File: config.mk
export PLATFORM = sky130hd
export DESIGN_NAME = dcache_control
export DESIGN_NICKNAME = d
export VERILOG_FILES = /design/src/rtl/dcache_control.sv
export SDC_FILE = /design/constraint.sdc
export NUM_CORES = 1
export LEC_CHECK = 0
export ABC_AREA = 1
export BUFFER_PORTS_ARGS = -buffer_cell sky130_fd_sc_hd__buf_2
export CAP_MARGIN = 5
export CORE_MARGIN = 2
export CORE_UTILIZATION = 58
export DETAILED_ROUTE_END_ITERATION = 7
export PLACE_DENSITY_LB_ADDON = 0.15
export SYNTH_ARGS = -nofsm -noshare
export SYNTH_HDL_FRONTEND = slang
export SYNTH_SLANG_ARGS = --single-unit
File: constraint.sdc
create_clock -name clk -period 4.65 [get_ports clk]
set_input_delay 0.6975 -clock clk [delete_from_list [all_inputs] [get_ports clk]]
set_output_delay 0.6975 -clock clk [all_outputs]
set_load 0.1 [all_outputs]
File: src/rtl/dcache_control.sv
// rtl/dcache_control.sv - sequencing FSM and saturating perf counters for the direct-mapped data cache
module dcache_control #(
  parameter int CNT_WIDTH = 32
) (
  input  logic                 clk,
  input  logic                 rst,
  input  logic                 mem_read,
  input  logic                 mem_write,
  output logic                 mem_resp,
  output logic                 pmem_read,
  output logic                 pmem_write,
  input  logic                 pmem_resp,
  input  logic                 hit,
  input  logic                 dirty_out,
  output logic                 tag_load,
  output logic                 valid_load,
  output logic                 dirty_load,
  output logic                 dirty_in,
  output logic [1:0]           writing,
  input  logic                 perf_clear,
  output logic [CNT_WIDTH-1:0] hit_count,
  output logic [CNT_WIDTH-1:0] miss_count,
  output logic [CNT_WIDTH-1:0] wb_count
);

  typedef enum logic [1:0] {
    S_IDLE      = 2'd0,
    S_COMPARE   = 2'd1,
    S_WRITEBACK = 2'd2,
    S_ALLOCATE  = 2'd3
  } state_t;

  localparam logic [1:0] WR_FILL = 2'b00;
  localparam logic [1:0] WR_CPU  = 2'b01;
  localparam logic [1:0] WR_HOLD = 2'b10;

  state_t               r_state;
  state_t               w_next;
  logic                 r_refill;
  logic                 w_refill_next;
  logic                 w_req;
  logic                 w_hit_inc;
  logic                 w_miss_inc;
  logic                 w_wb_inc;
  logic [CNT_WIDTH-1:0] r_hit_count;
  logic [CNT_WIDTH-1:0] r_miss_count;
  logic [CNT_WIDTH-1:0] r_wb_count;

  // A simultaneous read and write is handled as a write by keying on mem_write below.
  assign w_req = mem_read | mem_write;

  // State register and refill flag; the flag marks the re-compare after a fill so it is not counted as a hit.
  always_ff @(posedge clk) begin
    if (rst) begin
      r_state  <= S_IDLE;
      r_refill <= 1'b0;
    end else begin
      r_state  <= w_next;
      r_refill <= w_refill_next;
    end
  end

  // Next-state logic, datapath controls, pmem handshake and counter strobes.
  always_comb begin
    w_next        = r_state;
    w_refill_next = r_refill;
    mem_resp      = 1'b0;
    pmem_read     = 1'b0;
    pmem_write    = 1'b0;
    tag_load      = 1'b0;
    valid_load    = 1'b0;
    dirty_load    = 1'b0;
    dirty_in      = 1'b0;
    writing       = WR_HOLD;
    w_hit_inc     = 1'b0;
    w_miss_inc    = 1'b0;
    w_wb_inc      = 1'b0;
    case (r_state)
      S_IDLE: begin
        if (w_req) w_next = S_COMPARE;
      end
      S_COMPARE: begin
        if (!w_req) begin
          // Request abandoned during a miss: finish quietly without a response.
          w_next        = S_IDLE;
          w_refill_next = 1'b0;
        end else if (hit) begin
          mem_resp      = 1'b1;
          w_next        = S_IDLE;
          w_refill_next = 1'b0;
          w_hit_inc     = ~r_refill;
          if (mem_write) begin
            writing    = WR_CPU;
            dirty_load = 1'b1;
            dirty_in   = 1'b1;
          end
        end else begin
          w_miss_inc    = ~r_refill;
          w_refill_next = 1'b1;
          w_next        = dirty_out ? S_WRITEBACK : S_ALLOCATE;
        end
      end
      S_WRITEBACK: begin
        pmem_write = 1'b1;
        if (pmem_resp) begin
          // Clearing dirty switches the datapath's pmem address to the request tag for the fill.
          dirty_load = 1'b1;
          w_wb_inc   = 1'b1;
          w_next     = S_ALLOCATE;
        end
      end
      S_ALLOCATE: begin
        pmem_read = 1'b1;
        if (pmem_resp) begin
          writing    = WR_FILL;
          tag_load   = 1'b1;
          valid_load = 1'b1;
          dirty_load = 1'b1;
          w_next     = S_COMPARE;
        end
      end
      default: w_next = S_IDLE;
    endcase
  end

  // Saturating performance counters; clear takes priority over a same-cycle increment.
  always_ff @(posedge clk) begin
    if (rst || perf_clear) begin
      r_hit_count  <= '0;
      r_miss_count <= '0;
      r_wb_count   <= '0;
    end else begin
      if (w_hit_inc && (r_hit_count != '1))   r_hit_count  <= r_hit_count + CNT_WIDTH'(1);
      if (w_miss_inc && (r_miss_count != '1)) r_miss_count <= r_miss_count + CNT_WIDTH'(1);
      if (w_wb_inc && (r_wb_count != '1))     r_wb_count   <= r_wb_count + CNT_WIDTH'(1);
    end
  end

  assign hit_count  = r_hit_count;
  assign miss_count = r_miss_count;
  assign wb_count   = r_wb_count;

endmodule

# Yosys cells after proc, flatten, opt, wreduce, memory -nomap -nowiden
# Cells that the tools add are included.
[word_totals]
word_cells = 59
out_inout_bits = 105
input_bits = 8
reg_bits = 99
[op_classes]
n_eq_ne = 9
bitwise_logic = 2
addsub = 3
n_reduce_logical = 7
mux = 33
[op_table]
columns = ["op", "count"]
rows = [
  ["32-bit by 1-bit adder with 32-bit output (second input constant)", 3],
  ["32-bit inequality test (second input constant)", 3],
  ["1-bit 2-to-1 mux", 21],
  ["2-bit 2-to-1 mux", 9],
  ["2-bit one-hot mux with 4 select lines", 1],
  ["2-bit inequality test (second input constant)", 3],
  ["2-bit equality test (second input constant)", 2],
  ["2-bit one-hot mux with 2 select lines", 1],
  ["1-bit logical AND", 3],
  ["3-bit AND reduction", 1],
  ["2-bit by 1-bit equality test with 1-bit output (second input constant)", 1],
  ["2-bit zero test", 1],
  ["1-bit one-hot mux with 2 select lines", 1],
  ["2-bit OR reduction", 1],
  ["1-bit logical OR", 1],
  ["1-bit inverter", 1],
  ["1-bit OR", 1],
]

# Longest topological paths before layout
# Gate-level depths: netlist of run 1.
[depth]
word_depth = 5
mapped_depth = 12
depth_no_buf = 12

# Worst setup path before layout of run 1
# OpenSTA, ideal clock, no wires.
[synth_path]
kind = "input-to-output"
start = "input port hit"
end = "output port dirty_load"
t_required_ps = 3953
t_arrival_ps = 3536
stages = 4
path_buffers = 0
slack_ps = 417
path_cell_list = "nand2_2 nor2_1 nor3_1 nor2_1"
[synth_via]
elab_chain_len = 3
[synth_lines]
columns = ["item", "line_no", "source"]
rows = [
  ["from (decl)", "13", "input logic hit,"],
  ["1-bit 2-to-1 mux", "87", "end else if (hit) begin"],
  ["1-bit 2-to-1 mux", "83", "if (!w_req) begin"],
  ["1-bit one-hot mux with 2 select lines", "78", "case (r_state)"],
  ["to (decl)", "17", "output logic dirty_load,"],
]
# No other way between the ends.

# Worst setup path in the final report of run 1
[layout_path]
start = "register r_state[0]"
end = "output port dirty_load"
[layout_via]
elab_chain_len = 3
elab_cells_between_ends = 5
cone_classes = "eq/ne (3); mux (1); reduce/logical (1)"
[layout_lines]
columns = ["item", "line_no", "source"]
rows = [
  ["from (decl)", "37", "state_t r_state;"],
  ["from (signal assigned)", "58", "r_state <= w_next;"],
  ["2-bit equality test", "78", ""],
  ["2-bit OR reduction (no source line)", "-", ""],
  ["1-bit one-hot mux with 2 select lines *", "78", ""],
]
# Every way passes the cells marked *; elsewhere a longest branch is shown, timed or not.

==> results.txt, run 1 <==
The later pin in the worst-skew pair is clocked with a latency of 0.38 ns. Timing would allow up to 0.357 GHz. In the synthesized netlist the dominant register cell turns out to be sky130_fd_sc_hd__dfxtp_1.

The commonest cells after synthesis are sky130_fd_sc_hd__nand2_1, sky130_fd_sc_hd__nor2_1, sky130_fd_sc_hd__dfxtp_1. The cell sitting at the root of the clock tree is a sky130_fd_sc_hd__clkbuf_8. The run gives 11.7 mm as the post-detailed-placement half-perimeter wirelength. The tools report the count of cells resized by post-cts repair as 0. For this design the top-level I/O count stands at 113.

Of all cell types, the one taking the most synthesized area is sky130_fd_sc_hd__dfxtp_1. For this design, the sink count on the clock tree is 99. Endpoint type of the worst setup path: an output port. The run gives 1005 as the cell count after synthesis. The number of CTS-inserted buffers came out at 9. In the final routed layout, each cell accounts on average for 12.5 µm. The run gives 0 ns as the aggregate negative setup slack. The logs give 0 for the total global routing overflow and 1021 for the net count after synthesis. Setup violations remaining at the end of the flow were counted as 0.

The run gives 0.909 as the routability congestion estimate from global placement. The netlist area before placement is 6200 µm², and the number of global-route vias before repair is 5775. The run gives 37 as the number of cell rows. TritonCTS built the clock tree. Setup repair after global routing left no endpoint under its margin.

Between clock sinks in the finished design, the worst skew comes to 0.0109 ns. The most common cell in the netlist was sky130_fd_sc_hd__nand2_1. The number of hold-slack violations in the final timing report is 0. The class of the tightest hold or removal check is flip-flop to flip-flop.

No sink is reached through more buffers than the 2 on the longest clock path. Summing all non-filler instances in the final layout gives an area of 6970 µm². The slew of the pin with the lowest slew margin came out at 1.11 ns. STA puts the critical path data required time at 3.95 ns. The max-cap violation count was 0. Yosys attributes the largest share of cell area to sky130_fd_sc_hd__dfxtp_1, sky130_fd_sc_hd__nand2_1, sky130_fd_sc_hd__nor2_1. The run gives 0 as the number of pins with negative max-slew slack in the final report. For this design the ratio of total power to cell area is 219 nW/µm². The final design utilization came out at 0.672. Counting the fill cells in the layout gives 1010.

The period utilization was 0.602; the number of flops mapped to enable cells by yosys was 0. The number of distinct standard cells referenced by the synthesized netlist was 36; the detailed-routing iteration count for the pre-antenna-repair pass was 5. The clock tree synthesis step divided the H-tree into 3 levels. In this run the horizontal extent of the chip is 107 µm. Summing over every cut layer, the via total after detailed routing is 6645. The run finished with clean final reports. The tools report the number of diodes as 0. Once detail routing completed, the nets flagged for antenna violations numbered 0.

The count of state elements after synthesis is 99, and the total core area is 10400 µm². Async set or reset register ratio after synthesis: 0. The type of the setup path with the least slack was flip-flop to output port. After clock tree synthesis, the clock-pin slew on the worst setup and hold paths is 0.09 ns. The vertical die dimension works out to 107 µm.

Average via count per standard cell: 5.35. The run gives 0.125 mV as the worst vdd rail ir drop. At the worst endpoint, the arrival time is 2.10 ns. The setup fix buffers added after clock tree synthesis was 0; the count of input and output buffers was 112. Net count reported at finish: 1120. After detailed routing, the number of remaining DRC violations is 0. The run gives 11500 µm² as the area of the die. The number of warning messages in the yosys log is 0.

The placement-stage cell area is 6790 µm². The fraction of final layout cells sized beyond drive strength 1 was 0.174; the number of violations reported at the end of detailed-routing iteration 0 was 475. In this run, post-CTS hold repair placed 0 buffers. The area share of the leading cell type in the synthesized netlist is 0.320, and the clock period minus worst slack is 2.80 ns. Overall track demand over capacity in global routing: 0.277. Number of antenna violations at the first check in global routing: 0.

The run gives 0.320 as the portion of the post-synthesis area used by sequential elements. The number of placed instances, taps included, is 1229. The largest net degree at the start of global routing came out at 41. The final hold slack was 0.500 ns; the final routed wirelength across all metal layers was 15.6 mm. STA classifies the critical path startpoint as a flip-flop. Compared with the post-synthesis result, the final layout area differs by 12.3%. The tools report the global-route wire length before repair as 26.1 mm. The logs give 1243 for the number of standard cells in the layout, taps in and fillers out and 0.598 for the initial cell density of the core. The run gives 0.258 as the remaining max-slew budget at the tightest pin. For this design the static power due to leakage is 0.00275 µW. Along the worst path, the maximum fanout reaches 11. The average cell area after synthesis works out to 6.17 µm².
## cells by family (layout without fill, tap and decap cells)
family	after synthesis	count (layout)	synth area share
buffers and inverters	119	221	0.0833
adder cells (fa/ha/maj)	8	8	0.0161
AND/OR/NAND/NOR	675	675	0.489
XOR/XNOR	8	8	0.0113
AO/OA/AOI/OAI	96	96	0.0807
flip-flops	99	99	0.320
## metrics by stage
| stage | setup slack, ns | total power, µW |
|---|---|---|
| 2_1_floorplan | 0.417 | 971 |
| 3_3_place_gp | 1.94 | 993 |
| 3_5_place_dp | 1.92 | 995 |
| 4_1_cts | 1.83 | 1540 |
| 5_1_grt | 1.75 | 1580 |
| 6_report | 1.85 | 1530 |
## placed cells by master, fill, tap and decap left out, drive strengths merged, types with 11 or more instances in the layout
master  synthesis  final
nand3          94     94
clkbuf          5     11
nand4          27     27
a21oi          71     71
o21ai          14     14
nor2          248    248
inv            91     91
dfxtp          99     99
nor3           17     17
buf            21    114
nand2         278    278
## report_power, final
part | switching, µW | internal [µW] | leakage [µW] | total (µW)
clock | 295 | 256 | 0.0000950 | 551
combinational | 92.5 | 26.8 | 0.00186 | 119
sequential | 4.65 | 851 | 0.000798 | 856
## worst paths after layout
check        slack, ns           from  cells past startpoint        endpoint
max               1.85     r_state[0]                      7      dirty_load
min reg2reg       0.50  miss_count[1]                      2   miss_count[1]
max reg2reg       2.23  miss_count[0]                      9  miss_count[21]
min               0.50  miss_count[1]                      2   miss_count[1]
## area by class of cell
class	instances	area, µm²	share of cell area
Tap cell	136	170	0.0244
Timing Repair Buffer	114	576	0.0826
Inverter	93	349	0.0501
Multi-Input combinational cell	787	3710	0.532
Sequential cell	99	1980	0.284
Clock inverter	3	40.0	0.00575
Clock buffer	11	141	0.0203
## sequential cells by signal, summed over array words and instances, names as in the netlist
register,count
hit_count,32
r_state,2
r_refill,1
miss_count,32
wb_count,32
## layer usage
layer | vias up | GRT usage | share of wire
li1 | 3426 | - | -
met4 | 0 | 0.0897 | 0.019
met1 | 3004 | 0.362 | 0.45
met5 | - | 0 | 0
met2 | 191 | 0.467 | 0.47
met3 | 24 | 0.0430 | 0.057
## critical path: stages, from the launching register on
cell	delay, ns
sky130_fd_sc_hd__dfxtp_1	0.35
sky130_fd_sc_hd__inv_1	0.12
sky130_fd_sc_hd__ha_1	0.25
sky130_fd_sc_hd__nand2_2	0.19
sky130_fd_sc_hd__inv_2	0.23
sky130_fd_sc_hd__nor3_1	0.09
sky130_fd_sc_hd__nor2_1	0.08
sky130_fd_sc_hd__buf_2	0.42
Power figures use the tool's default switching activity.
==> run 2: changes to the inputs <==
--- a/config.mk
+++ b/config.mk
@@ -9,7 +9,7 @@
 export BUFFER_PORTS_ARGS = -buffer_cell sky130_fd_sc_hd__buf_2
 export CAP_MARGIN = 5
 export CORE_MARGIN = 2
-export CORE_UTILIZATION = 58
+export CORE_UTILIZATION = 57
 export DETAILED_ROUTE_END_ITERATION = 7
 export PLACE_DENSITY_LB_ADDON = 0.15
 export SYNTH_ARGS = -nofsm -noshare
==> constraint.sdc (replaced) <==
create_clock -name clk -period 2.7 [get_ports clk]
set_input_delay 0.405 -clock clk [delete_from_list [all_inputs] [get_ports clk]]
set_output_delay 0.405 -clock clk [all_outputs]
set_load 0.1 [all_outputs]
==> run 2 against run 1 <==
Compared with the run above: total power up 76%; clock power is 80% higher; first-iteration DRC count is 11% higher; sequential cell count stayed put; hold slack got worse by 0.21 ns; wire length is 4.9% higher; utilization shrank 1.8 points; global-route usage grew 0.77 points.
==> results.txt, run 2 (synthesized netlist as in run 1, its figures left out) <==
Setup repair after global routing left no endpoint under its margin. The tools report the number of buffers on the longest clock path as 2 (unchanged). The endpoint type of the worst setup path was an output port.

The tools report the detailed-routing iteration count for the pre-antenna-repair pass as 5 (unchanged). The logs give 0 (unchanged) for the number of hold-slack violations in the final timing report and 63 (+54%) for the largest net degree at the start of global routing. The number of pins with negative max-slew slack in the final report was 0 (unchanged); the via count was 6725 (+1.2%). The logs give 3 (unchanged) for the level count of the clock H-tree and 0.555 (+0.297) for the remaining max-slew budget at the tightest pin.

The tree is rooted in a sky130_fd_sc_hd__clkbuf_8. The logs give 0 (unchanged) for the setup violation total in the final timing report and 12.2 mm (+4.4%) for the post-detailed-placement half-perimeter wirelength. For the number of fill cells, the log shows 1058 (+4.8%). Data required time of the worst path: 2.30 ns (-1.65 ns).

The global-route wire length before repair is 26.8 mm (+2.6%), and the average via count per standard cell is 5.38 (+0.56%). The number of nets with antenna violations after detailed routing is 0 (unchanged), and the count of cells resized by post-cts repair is 0 (unchanged). The count of input and output buffers is 112 (unchanged). The flow ran to the end, and the final reports show no timing, DRC or antenna violations. The max-cap violation count is 0 (unchanged), and the later-pin clock latency in the skew report is 0.39 ns (about the same). The clock share of power is 0.370 (+0.009). The setup fix buffers added after clock tree synthesis is 0 (unchanged). The top-level I/O count came out at 113 (unchanged). The period utilization is 0.939. The share of total power in combinational logic is 0.080 (+0.002), and the routability congestion estimate from global placement is 0.951 (+4.6%). The slew of the pin with the lowest slew margin is 0.668 ns (-0.443 ns). The global routing stage identified its most utilized layer as met2. The final design utilization is 0.654 (-0.0182), and the number of CTS-inserted buffers is 9 (unchanged). The tools report the met2 demand-to-capacity share in global routing as 0.465 (-0.00294).

The area of the die is 11700 µm² (+1.7%). The vertical die dimension is 108 µm (+0.84%). Clock-pin slew reported for the worst setup and hold paths after clock tree synthesis: 0.10 ns (about the same). The met3 usage was 0.0416 (-0.00139).

In the layout the commonest cells are sky130_fd_sc_hd__nand2_1, sky130_fd_sc_hd__nor2_1, sky130_fd_sc_hd__buf_2, sky130_fd_sc_hd__dfxtp_1, sky130_fd_sc_hd__inv_1. The worst setup path is launched from a flip-flop. The fraction of power consumed by sequential logic was 0.550 (-0.011); the arrival time of the worst setup path was 2.13 ns (+0.03 ns).

The fraction of final layout cells sized beyond drive strength 1 works out to 0.182 (+0.00747). The number of diodes came out at 0 (unchanged). The number of remaining DRC errors was 0 (unchanged); the quantity of hold-fixing buffers added after cts was 0 (unchanged).

The run gives 0.284 (+0.00769) as the overall track demand over capacity in global routing. The number of antenna violations at the first check in global routing was 0 (unchanged). The post-route clock skew came out at 0.00937 ns (-0.00153 ns). The maximum fanout count along the critical path was 11 (unchanged).

For the power after layout, the log shows 2680 µW (+76%). The tools report the number of global-route vias before repair as 5754 (-0.36%). The smallest clock period supported by the final layout is computed as 2.53 ns. The total core area is 10700 µm² (+3.6%), and the number of cell rows is 38 (+2.7%).

The clock sink total was 99 (unchanged); the average wire per standard cell was 13.1 µm (+4.2%). The switching power of the nets was 715 µW (+82%). Net count reported at finish: 1122 (+0.18%). The design internal power was 1960 µW (+73%); the highest attainable clock frequency was 0.395 GHz.

The worst vdd rail ir drop is 0.259 mV (+110%), and the leakage component of the power is 0.00276 µW (+0.49%). The switching share of power is 0.267 (+0.00991), and the number of violations reported at the end of detailed-routing iteration 0 is 525 (+11%). The initial cell density of the core came out at 0.577 (-0.0209).

The tools report the met1 capacity usage during global routing as 0.384 (+0.0221). Type of the setup path with the least slack: flip-flop to output port. The die span in x was 108 µm (+0.84%); the total power divided by cell area was 382 nW/µm² (+74%). The final standard cell area without fillers is 7020 µm² (+0.81%).

Class of the tightest hold or removal check: input port to flip-flop. The placement-stage cell area came out at 6820 µm² (+0.57%). Total global routing overflow: 0 (unchanged). The library cell used most frequently in the layout, excluding fill and tap cells, is sky130_fd_sc_hd__nand2_1. TritonCTS built the clock tree. The synthesis-to-finish area growth is 13.2%, and the final routed wirelength across all metal layers is 16.4 mm (+4.9%).
[run 2: cell count changes in the layout (fill, tap and decap cells not counted), sizes merged]
cell      before  now
buf          114  116
clkinv         4    5
clkinvlp       0    1
[run 2: metal layers]
layer | part of all wire | up-vias
met5 | 0 | -
met4 | 0.018 | 0
met3 | 0.056 | 25
met2 | 0.46 | 212
met1 | 0.46 | 3069
li1 | - | 3419
[run 2: final timing paths]
path / start / end / slack (ns) / depth (start not counted)
setup reg to reg: hit_count[0] / hit_count[22] / 0.61 / 9
setup / recovery: r_state[0] / dirty_load / 0.17 / 7
hold reg to reg: miss_count[1] / miss_count[1] / 0.51 / 2
hold / removal: rst / r_refill / 0.29 / 2
[run 2: power by group through the flow]
stage          registers, µW  logic, µW  clock network [µW]
3_3_place_gp            1510        211                   0
6_report                1470        215                 991
3_5_place_dp            1510        214                   0
4_1_cts                 1470        215                1000
5_1_grt                 1480        236                1060
2_1_floorplan           1530        152                   0
[run 2: area by class of cell]
| type | instances | area [µm²] | share of cell area |
|---|---|---|---|
| tap | 140 | 175 | 0.0249 |
| clock buffer | 11 | 141 | 0.0201 |
| sequential | 99 | 1980 | 0.282 |
| clock inverter | 5 | 52.6 | 0.00748 |
| inverter | 93 | 349 | 0.0497 |
| timing repair buffer | 116 | 591 | 0.0841 |
| multi-input combinational | 787 | 3730 | 0.531 |
[run 2: metrics by stage]
| step | hold WS (ns) | cells | setup TNS [ns] | setup WS [ns] |
|---|---|---|---|---|
| 2_1_floorplan | 0.474 | 1005 | -0.135 | -0.135 |
| 3_3_place_gp | 0.488 | 1235 | 0 | 0.600 |
| 3_5_place_dp | 0.499 | 1235 | 0 | 0.522 |
| 4_1_cts | 0.265 | 1251 | 0 | 0.0821 |
| 5_1_grt | 0.293 | 1251 | 0 | 0.0518 |
| 6_report | 0.288 | 1251 | 0 | 0.166 |
[run 2: worst max-delay path: stages, from the launching register on]
cell	delay, ns
sky130_fd_sc_hd__dfxtp_1	0.35
sky130_fd_sc_hd__inv_1	0.12
sky130_fd_sc_hd__ha_1	0.24
sky130_fd_sc_hd__nand2_2	0.18
sky130_fd_sc_hd__inv_2	0.22
sky130_fd_sc_hd__nor3_2	0.09
sky130_fd_sc_hd__nor2_4	0.11
sky130_fd_sc_hd__buf_2	0.43
